## config.mk

```make
export PLATFORM = sky130hd
export DESIGN_NAME = sensor_conditioner_flat
export DESIGN_NICKNAME = d
export VERILOG_FILES = /design/src/rtl/sensor_conditioner_if.sv /design/src/rtl/sensor_conditioner.sv /design/src/flat_wrapper.sv
export SDC_FILE = /design/constraint.sdc
export NUM_CORES = 1
export LEC_CHECK = 0
export CAP_MARGIN = 30
export CELL_PAD_IN_SITES_DETAIL_PLACEMENT = 1
export CELL_PAD_IN_SITES_GLOBAL_PLACEMENT = 2
export CORE_MARGIN = 2
export CORE_UTILIZATION = 38
export CTS_CLUSTER_DIAMETER = 150
export DETAILED_ROUTE_END_ITERATION = 8
export HOLD_SLACK_MARGIN = 0.06
export PLACE_DENSITY_LB_ADDON = 0.05
export SYNTH_ARGS = -nofsm -noshare
export SYNTH_HDL_FRONTEND = slang
export SYNTH_SLANG_ARGS = --single-unit
```

## constraint.sdc

```tcl
create_clock -name Clk -period 2 [get_ports Clk]
set_input_delay 0.4 -clock Clk [delete_from_list [all_inputs] [get_ports Clk]]
set_output_delay 0.4 -clock Clk [all_outputs]
set_load 0.05 [all_outputs]
```

## src/rtl/sensor_conditioner_if.sv

```systemverilog
// Detector bus between raw loop/beam sensors and the entry-counter front end.
//   D1Raw/D2Raw : raw detector levels, asynchronous to the system clock
//   D1/D2       : clean qualified levels for the counting FSM
//   Fault1/2    : sticky stuck-active flags
//   SimulEdge   : one-cycle pulse when D1 and D2 change on the same edge
// master = sensor/consumer side, slave = conditioner.
interface sensor_conditioner_if;
  logic D1Raw;
  logic D2Raw;
  logic D1;
  logic D2;
  logic Fault1;
  logic Fault2;
  logic SimulEdge;

  modport master (
    output D1Raw, D2Raw,
    input  D1, D2, Fault1, Fault2, SimulEdge
  );

  modport slave (
    input  D1Raw, D2Raw,
    output D1, D2, Fault1, Fault2, SimulEdge
  );
endinterface

```

## src/rtl/sensor_conditioner.sv

```systemverilog
// Two-channel detector conditioner: 2-flop sync, consecutive-cycle debounce
// and stuck-active watchdog per channel, plus a simultaneous-change flag.
//   Clk : system clock, rising edge
//   Rst : synchronous active-high reset
//   io  : sensor_conditioner_if.slave (raw inputs, clean levels, flags)
module sensor_conditioner #(
  parameter int unsigned DEB_CYCLES   = 4,
  parameter int unsigned DEB_W        = 4,
  parameter int unsigned STUCK_CYCLES = 50000,
  parameter int unsigned STUCK_W      = 16
) (
  input  logic                  Clk,
  input  logic                  Rst,
  sensor_conditioner_if.slave   io
);

  localparam int unsigned NCH = 2;
  localparam logic [DEB_W-1:0]   DEB_LAST   = DEB_W'(DEB_CYCLES - 1);
  localparam logic [STUCK_W-1:0] STUCK_LAST = STUCK_W'(STUCK_CYCLES - 1);

  logic [NCH-1:0]              raw;
  logic [NCH-1:0]              s1;
  logic [NCH-1:0]              s2;
  logic [NCH-1:0]              q;
  logic [NCH-1:0]              q_nxt;
  logic [NCH-1:0]              fault;
  logic [NCH-1:0]              fault_nxt;
  logic [NCH-1:0]              d;
  logic [NCH-1:0]              d_nxt;
  logic [NCH-1:0][DEB_W-1:0]   deb_cnt;
  logic [NCH-1:0][DEB_W-1:0]   deb_nxt;
  logic [NCH-1:0][STUCK_W-1:0] stuck_cnt;
  logic [NCH-1:0][STUCK_W-1:0] stuck_nxt;
  logic                        simul;
  logic                        simul_nxt;

  assign raw = {io.D2Raw, io.D1Raw};

  // Next-state for debounce, watchdog and clean outputs of both channels
  always_comb begin
    q_nxt     = q;
    fault_nxt = fault;
    deb_nxt   = deb_cnt;
    stuck_nxt = stuck_cnt;
    for (int i = 0; i < int'(NCH); i++) begin
      if (s2[i] == q[i]) begin
        deb_nxt[i] = '0;
      end else if (deb_cnt[i] == DEB_LAST) begin
        q_nxt[i]   = s2[i];
        deb_nxt[i] = '0;
      end else begin
        deb_nxt[i] = deb_cnt[i] + DEB_W'(1);
      end

      // Watchdog runs on the current qualified level; it saturates once faulted
      if (!q[i]) begin
        stuck_nxt[i] = '0;
      end else if (!fault[i]) begin
        if (stuck_cnt[i] == STUCK_LAST) fault_nxt[i] = 1'b1;
        else                            stuck_nxt[i] = stuck_cnt[i] + STUCK_W'(1);
      end

      // A qualified 0 releases the sticky fault on the same edge
      if (!q_nxt[i]) fault_nxt[i] = 1'b0;
    end
    d_nxt     = q_nxt & ~fault_nxt;
    simul_nxt = &(d_nxt ^ d);
  end

  // State registers
  always_ff @(posedge Clk) begin
    if (Rst) begin
      s1        <= '0;
      s2        <= '0;
      q         <= '0;
      fault     <= '0;
      d         <= '0;
      deb_cnt   <= '0;
      stuck_cnt <= '0;
      simul     <= 1'b0;
    end else begin
      s1        <= raw;
      s2        <= s1;
      q         <= q_nxt;
      fault     <= fault_nxt;
      d         <= d_nxt;
      deb_cnt   <= deb_nxt;
      stuck_cnt <= stuck_nxt;
      simul     <= simul_nxt;
    end
  end

  assign io.D1        = d[0];
  assign io.D2        = d[1];
  assign io.Fault1    = fault[0];
  assign io.Fault2    = fault[1];
  assign io.SimulEdge = simul;

endmodule
```

## src/flat_wrapper.sv

```systemverilog
// flat-port wrapper written by rule: the top's interface ports become plain ports
module sensor_conditioner_flat 
#(
  parameter int unsigned DEB_CYCLES   = 4,
  parameter int unsigned DEB_W        = 4,
  parameter int unsigned STUCK_CYCLES = 50000,
  parameter int unsigned STUCK_W      = 16
)
  (Clk, Rst, io_D1Raw, io_D2Raw, io_D1, io_D2, io_Fault1, io_Fault2, io_SimulEdge);
  sensor_conditioner_if io_i ();
  input  logic Clk;
  input  logic Rst;
  input wire logic [$bits(io_i.D1Raw)-1:0] io_D1Raw;
  input wire logic [$bits(io_i.D2Raw)-1:0] io_D2Raw;
  output wire logic [$bits(io_i.D1)-1:0] io_D1;
  output wire logic [$bits(io_i.D2)-1:0] io_D2;
  output wire logic [$bits(io_i.Fault1)-1:0] io_Fault1;
  output wire logic [$bits(io_i.Fault2)-1:0] io_Fault2;
  output wire logic [$bits(io_i.SimulEdge)-1:0] io_SimulEdge;
  assign io_i.D1Raw = io_D1Raw;
  assign io_i.D2Raw = io_D2Raw;
  assign io_D1 = io_i.D1;
  assign io_D2 = io_i.D2;
  assign io_Fault1 = io_i.Fault1;
  assign io_Fault2 = io_i.Fault2;
  assign io_SimulEdge = io_i.SimulEdge;
  sensor_conditioner #(.DEB_CYCLES(DEB_CYCLES), .DEB_W(DEB_W), .STUCK_CYCLES(STUCK_CYCLES), .STUCK_W(STUCK_W)) u_core (.Clk(Clk), .Rst(Rst), .io(io_i));
endmodule
```

==> results.txt <==
Detailed Place HPWL - 4.134 mm
Final-layout fill cell count - 749
CP max FO - 6
Max-slew violation count - 0
Drt pass-1 iters - 6
# diodes - 0
Ys flop type - dfxtp_1
Drt total wl - 5.706 mm
IO Port Bufs - 8
Area Growth Syn to Fin - 15.77%
Status - finished clean
Crit end category - flop
# setup viols final - 0
Top post-synthesis cells by area - dfxtp_1 42%, a21oi_1 3.9%, nand4_1 3.4%
Root Driver - clkbuf_8
Top-area cell type share of the netlist area - 42.32%
Inserted Clock Buffers - 5
Least-Margin Pin Slew - 495.3 ps
Mapped Cells - 265
Row count - 29
DIE AREA - 7002 um^2
Post-synth EDFFs - 0
Synth Area per Inst - 9.103 um^2
Top-count cell post-synth - dfxtp_1
Final hold vios - 0
Nets - 299
Core area - 6241 um^2
Vias in the first global route - 2075
WL met2 - 2.508 mm
Yosys reg bits - 51
CTS max path bufs - 2
Uppermost layer routed - met4
DRT iter0 DRCs - 58
Synth top cells by count - 51 x dfxtp_1, 19 x a21oi_1, 19 x nor2_1, 14 x nand3_1, 13 x nand4_1
Clock slew at reported path FFs - 90 ps
Mapped cell area - 2412 um^2
First-pass GRT wire length - 9.936 mm
Largest net degree at the start of global routing - 29
Vias post-DR - 2076
Post-Place Cell Area - 2696 um^2
Async set-or-reset flop fraction in the synthesized netlist - 0%
Period utilization - 97.29%
Setup bufs post-CTS - 0
CTS sink cnt - 51
CP required - 2180 ps
Routed vias/inst - 5.626
Slew HR - 66.87%
CP Launch Type - flop
# DRC - 0
Initial Util - 38.65%
Chip Height - 83.68 um
Highest clock rate - 0.5139 GHz
CTS tree - done
Crit path DAT - 2130 ps
H-tree depth - 2
I/O pin cnt - 9
Post-synthesis sequential area ratio - 42.32%
Met3 wire len - 166 um
Total power per unit cell area - 584.6 nW/um^2
Total power draw - 1.633 mW
Worst VDD drop - 0.0003830 V
CTS hold repair buffers - 0
Finished layout cell area - 2793 um^2
Yosys warns - 0
Max-Cap Viols - 0
Fin crit period - 1946 ps
Die W - 83.68 um
Hold/Removal Path Class - flop to flop
Gr ovfl total - 0
Unrepaired setup endpoints after global routing - true
Distinct cells, synth - 47
CP Class - flop to flop
Largest area contributor in the netlist - dfxtp_1
Post-CTS sizing - 0
WL met1 - 2.975 mm
Lkg Pwr - 0.8919 nW
Final ANT Viol Nets - 0
Routability cong. - 0.7668
Drt wl/cell - 15.46 um
Worst Skew - 7.042 ps
Layout cells sized above 1 - 17.81%
Tot GR Track Use - 17.42%
Clk_lat worst skew - 310 ps
Initial antenna violation count - 0
Post-synth net total - 273
routing by layer:
metal | vias to the layer above | track usage (%)
li1 | 1041 | -
met1 | 1007 | 24.32
met2 | 24 | 27.05
met3 | 4 | 3.956
met4 | 0 | 4.839
met5 | - | 0
cell families (layout without fill, tap and decap cells):
kind of cell / Yosys count / count (layout) / synth area share [%]
flops: 51 / 51 / 42.32
compound gates: 50 / 50 / 13.28
mux: 4 / 4 / 1.660
buf+inv: 19 / 46 / 4.098
xor+xnor: 13 / 13 / 4.720
simple gates: 124 / 124 / 31.85
fa+ha+maj: 4 / 4 / 2.075
cell type report:
cell class	instances	area [um^2]	area share, %
clock buffer	6	72.57	2.599
clock inverter	2	12.51	0.4480
inverter	7	26.28	0.9409
multi-input combinational	195	1304	46.68
sequential	51	1021	36.56
tap	77	96.34	3.450
timing repair buffer	31	260.3	9.319
worst max-delay path, cell delays in order, from the launching register on:
cell     delay [ps]
dfxtp_1         360
or4b_4          580
or4_2           710
nand4_1         120
nand2_1          60
state kept, by name, summed over array words and instances (netlist names):
signal / flops
u_core.q: 2
u_core.deb_cnt: 8
u_core.io.SimulEdge: 1
u_core.d: 2
u_core.fault: 2
u_core.s1: 2
u_core.stuck_cnt: 32
u_core.s2: 2
report_power, final:
| part | switching (mW) | internal, mW | total (mW) |
|---|---|---|---|
| clock | 0.343 | 0.245 | 0.588 |
| sequential | 0.00263 | 1.02 | 1.02 |
| combinational | 0.00934 | 0.0126 | 0.0220 |
| total | 0.355 | 1.28 | 1.63 |
metrics by stage:
stage	std cells	setup TNS [ps]	worst slack (ps)	hold slack, ps	utilization [%]
final	369	0	54.24	456.6	44.75
after floorplan	265	0	6.388	413.8	-
after global routing	369	-1.226	-1.226	474.6	44.75
after global placement	361	0	120.0	428.3	43.20
after CTS	369	0	33.54	459.9	44.57
after detailed placement	361	0	74.71	431.7	43.20
placed cells by master, fill, tap and decap left out, types with 2 or more instances in the layout:
cell,count
nor2_1,19
nand2b_1,2
nand2_1,12
o21a_1,3
nor4_1,5
nand4_1,13
a21oi_1,19
mux2i_1,4
o21ai_0,9
buf_4,24
dfxtp_1,51
nor3_1,3
and4_1,4
or3_1,6
o31ai_1,10
o31a_2,2
and2_1,5
or4_1,4
nor4bb_1,2
or4_2,9
nor2b_1,7
xor2_1,6
clkdlybuf4s50_1,6
o311ai_0,3
ha_1,4
xnor2_1,7
and3_1,3
nor4b_1,2
inv_1,7
nand3_1,14
clkbuf_8,5
nand3b_1,2
path summary, 6_finish.rpt:
path	start	end	slack, ps	cells after the start
setup / recovery	u_core.stuck_cnt[21]$_SDFFE_PP0P_	u_core.stuck_cnt[20]$_SDFFE_PP0P_	50	4
hold / removal	u_core.s1[0]$_SDFF_PP0_	u_core.s2[0]$_SDFF_PP0_	460	1
setup reg to reg	u_core.stuck_cnt[21]$_SDFFE_PP0P_	u_core.stuck_cnt[20]$_SDFFE_PP0P_	50	4
hold reg to reg	u_core.s1[0]$_SDFF_PP0_	u_core.s2[0]$_SDFF_PP0_	460	1
Power figures use the tool's default switching activity.
==> patch, RTL diff (same flow settings) <==
`STUCK_W` is set to 16 in 2 places; all go to 14.
--- a/src/rtl/sensor_conditioner.sv
+++ b/src/rtl/sensor_conditioner.sv
@@ -7,7 +7,7 @@
   parameter int unsigned DEB_CYCLES   = 4,
   parameter int unsigned DEB_W        = 4,
   parameter int unsigned STUCK_CYCLES = 50000,
-  parameter int unsigned STUCK_W      = 16
+  parameter int unsigned STUCK_W      = 14
 ) (
   input  logic                  Clk,
   input  logic                  Rst,
--- a/src/flat_wrapper.sv
+++ b/src/flat_wrapper.sv
@@ -4,7 +4,7 @@
   parameter int unsigned DEB_CYCLES   = 4,
   parameter int unsigned DEB_W        = 4,
   parameter int unsigned STUCK_CYCLES = 50000,
-  parameter int unsigned STUCK_W      = 16
+  parameter int unsigned STUCK_W      = 14
 )
   (Clk, Rst, io_D1Raw, io_D2Raw, io_D1, io_D2, io_Fault1, io_Fault2, io_SimulEdge);
   sensor_conditioner_if io_i ();
Behaviour: no difference found for any inputs over 10 cycles, from zero or initial values and one cycle with Rst high; that may be too few to reach the edited logic, so the function may still have changed.
==> patch against the original RTL <==
Final area decreased by 13%. Power decreased by 1.7%. Sequential cell count decreased by 4. Count of clock-buffer cells in the layout increased by 1. Wire length decreased by 14%. Worst setup slack improved by 0.0096 ns. Final cell count decreased by 14%. Synthesized area decreased by 11%. Maximum frequency increased by 0.50%. Utilization decreased by 0.14 points. First-iteration DRC count increased by 12%. Sequential power decreased by 8%. Die area decreased by 11%. Sequential share of layout area increased by 2.0 points. Largest cell class unchanged. Highest routed layer unchanged.
==> patch: results (changes against the original RTL) <==
outcome finished clean; wire length on met1 2270 um (-24%); drt pass-1 iters 4 (-2); GRT Total Usage 17.2% (-0.20 points); Hold Path Origin u_core.deb_cnt[0]; Final Instance Area 0.00244 mm^2 (-13%); Adder-Cell Fraction of Synth Area 2.34% (+0.27 points); cell family with most CP delay buffers and inverters; GP Congestion 0.778 (+1.5%); crit path capture type primary output; storage element area 941 um^2 (-7.8%); ClkCell Share 4.25% (+1.2 points); vias in the first global route 1,836 (-12%); CP max stage delay 0.84 ns (+0.13 ns); library cells used by synthesis 50 (+6.4%); fraction of area in multi-input gates 46.3% (-0.40 points); worst setup path start u_core.d[1]; max_slew headroom 54.1% (-13 points); Nets 252 (-16%); post-synthesis compound-gate area fraction 15.8% (+2.5 points); Placed Cells 309 (-14%); vias per inst 5.40 (-4.0%); Final Skew 0.00870 ns (+0.00165 ns); Pint 1.27 mW (-0.89%); Worst Hold Margin 0.451 ns (-0.00508 ns); largest net degree at the start of global routing 15 (-48%); DR WL met3 75 um (-55%)
## patch: changes by cell type after synthesis, sizes merged, moves of 3 or more
cell,before,now
xnor2,7,14
o21ai,9,3
nor2,19,27
nand3,14,11
a21oi,19,11
dfxtp,51,47
o31ai,10,5
a31oi,0,3
or4,13,6
a311oi,0,3
or3,7,3
nand4,13,5
## patch: power groups by stage
stage	Combinational [mW]	Sequential (mW)	Clock, mW
4_1_cts	0.0201	0.942	0.663
2_1_floorplan	0.0102	0.964	0
6_report	0.0194	0.942	0.643
3_5_place_dp	0.0199	0.964	0
3_3_place_gp	0.0189	0.964	0
5_1_grt	0.0221	0.943	0.699
## patch: cell families after synthesis
logic type / Yosys count
buffers and inverters: 15
AND/OR/NAND/NOR: 96
AO/OA/AOI/OAI: 42
flip-flops: 47
multiplexers: 2
XOR/XNOR: 21
adder cells (fa/ha/maj): 4
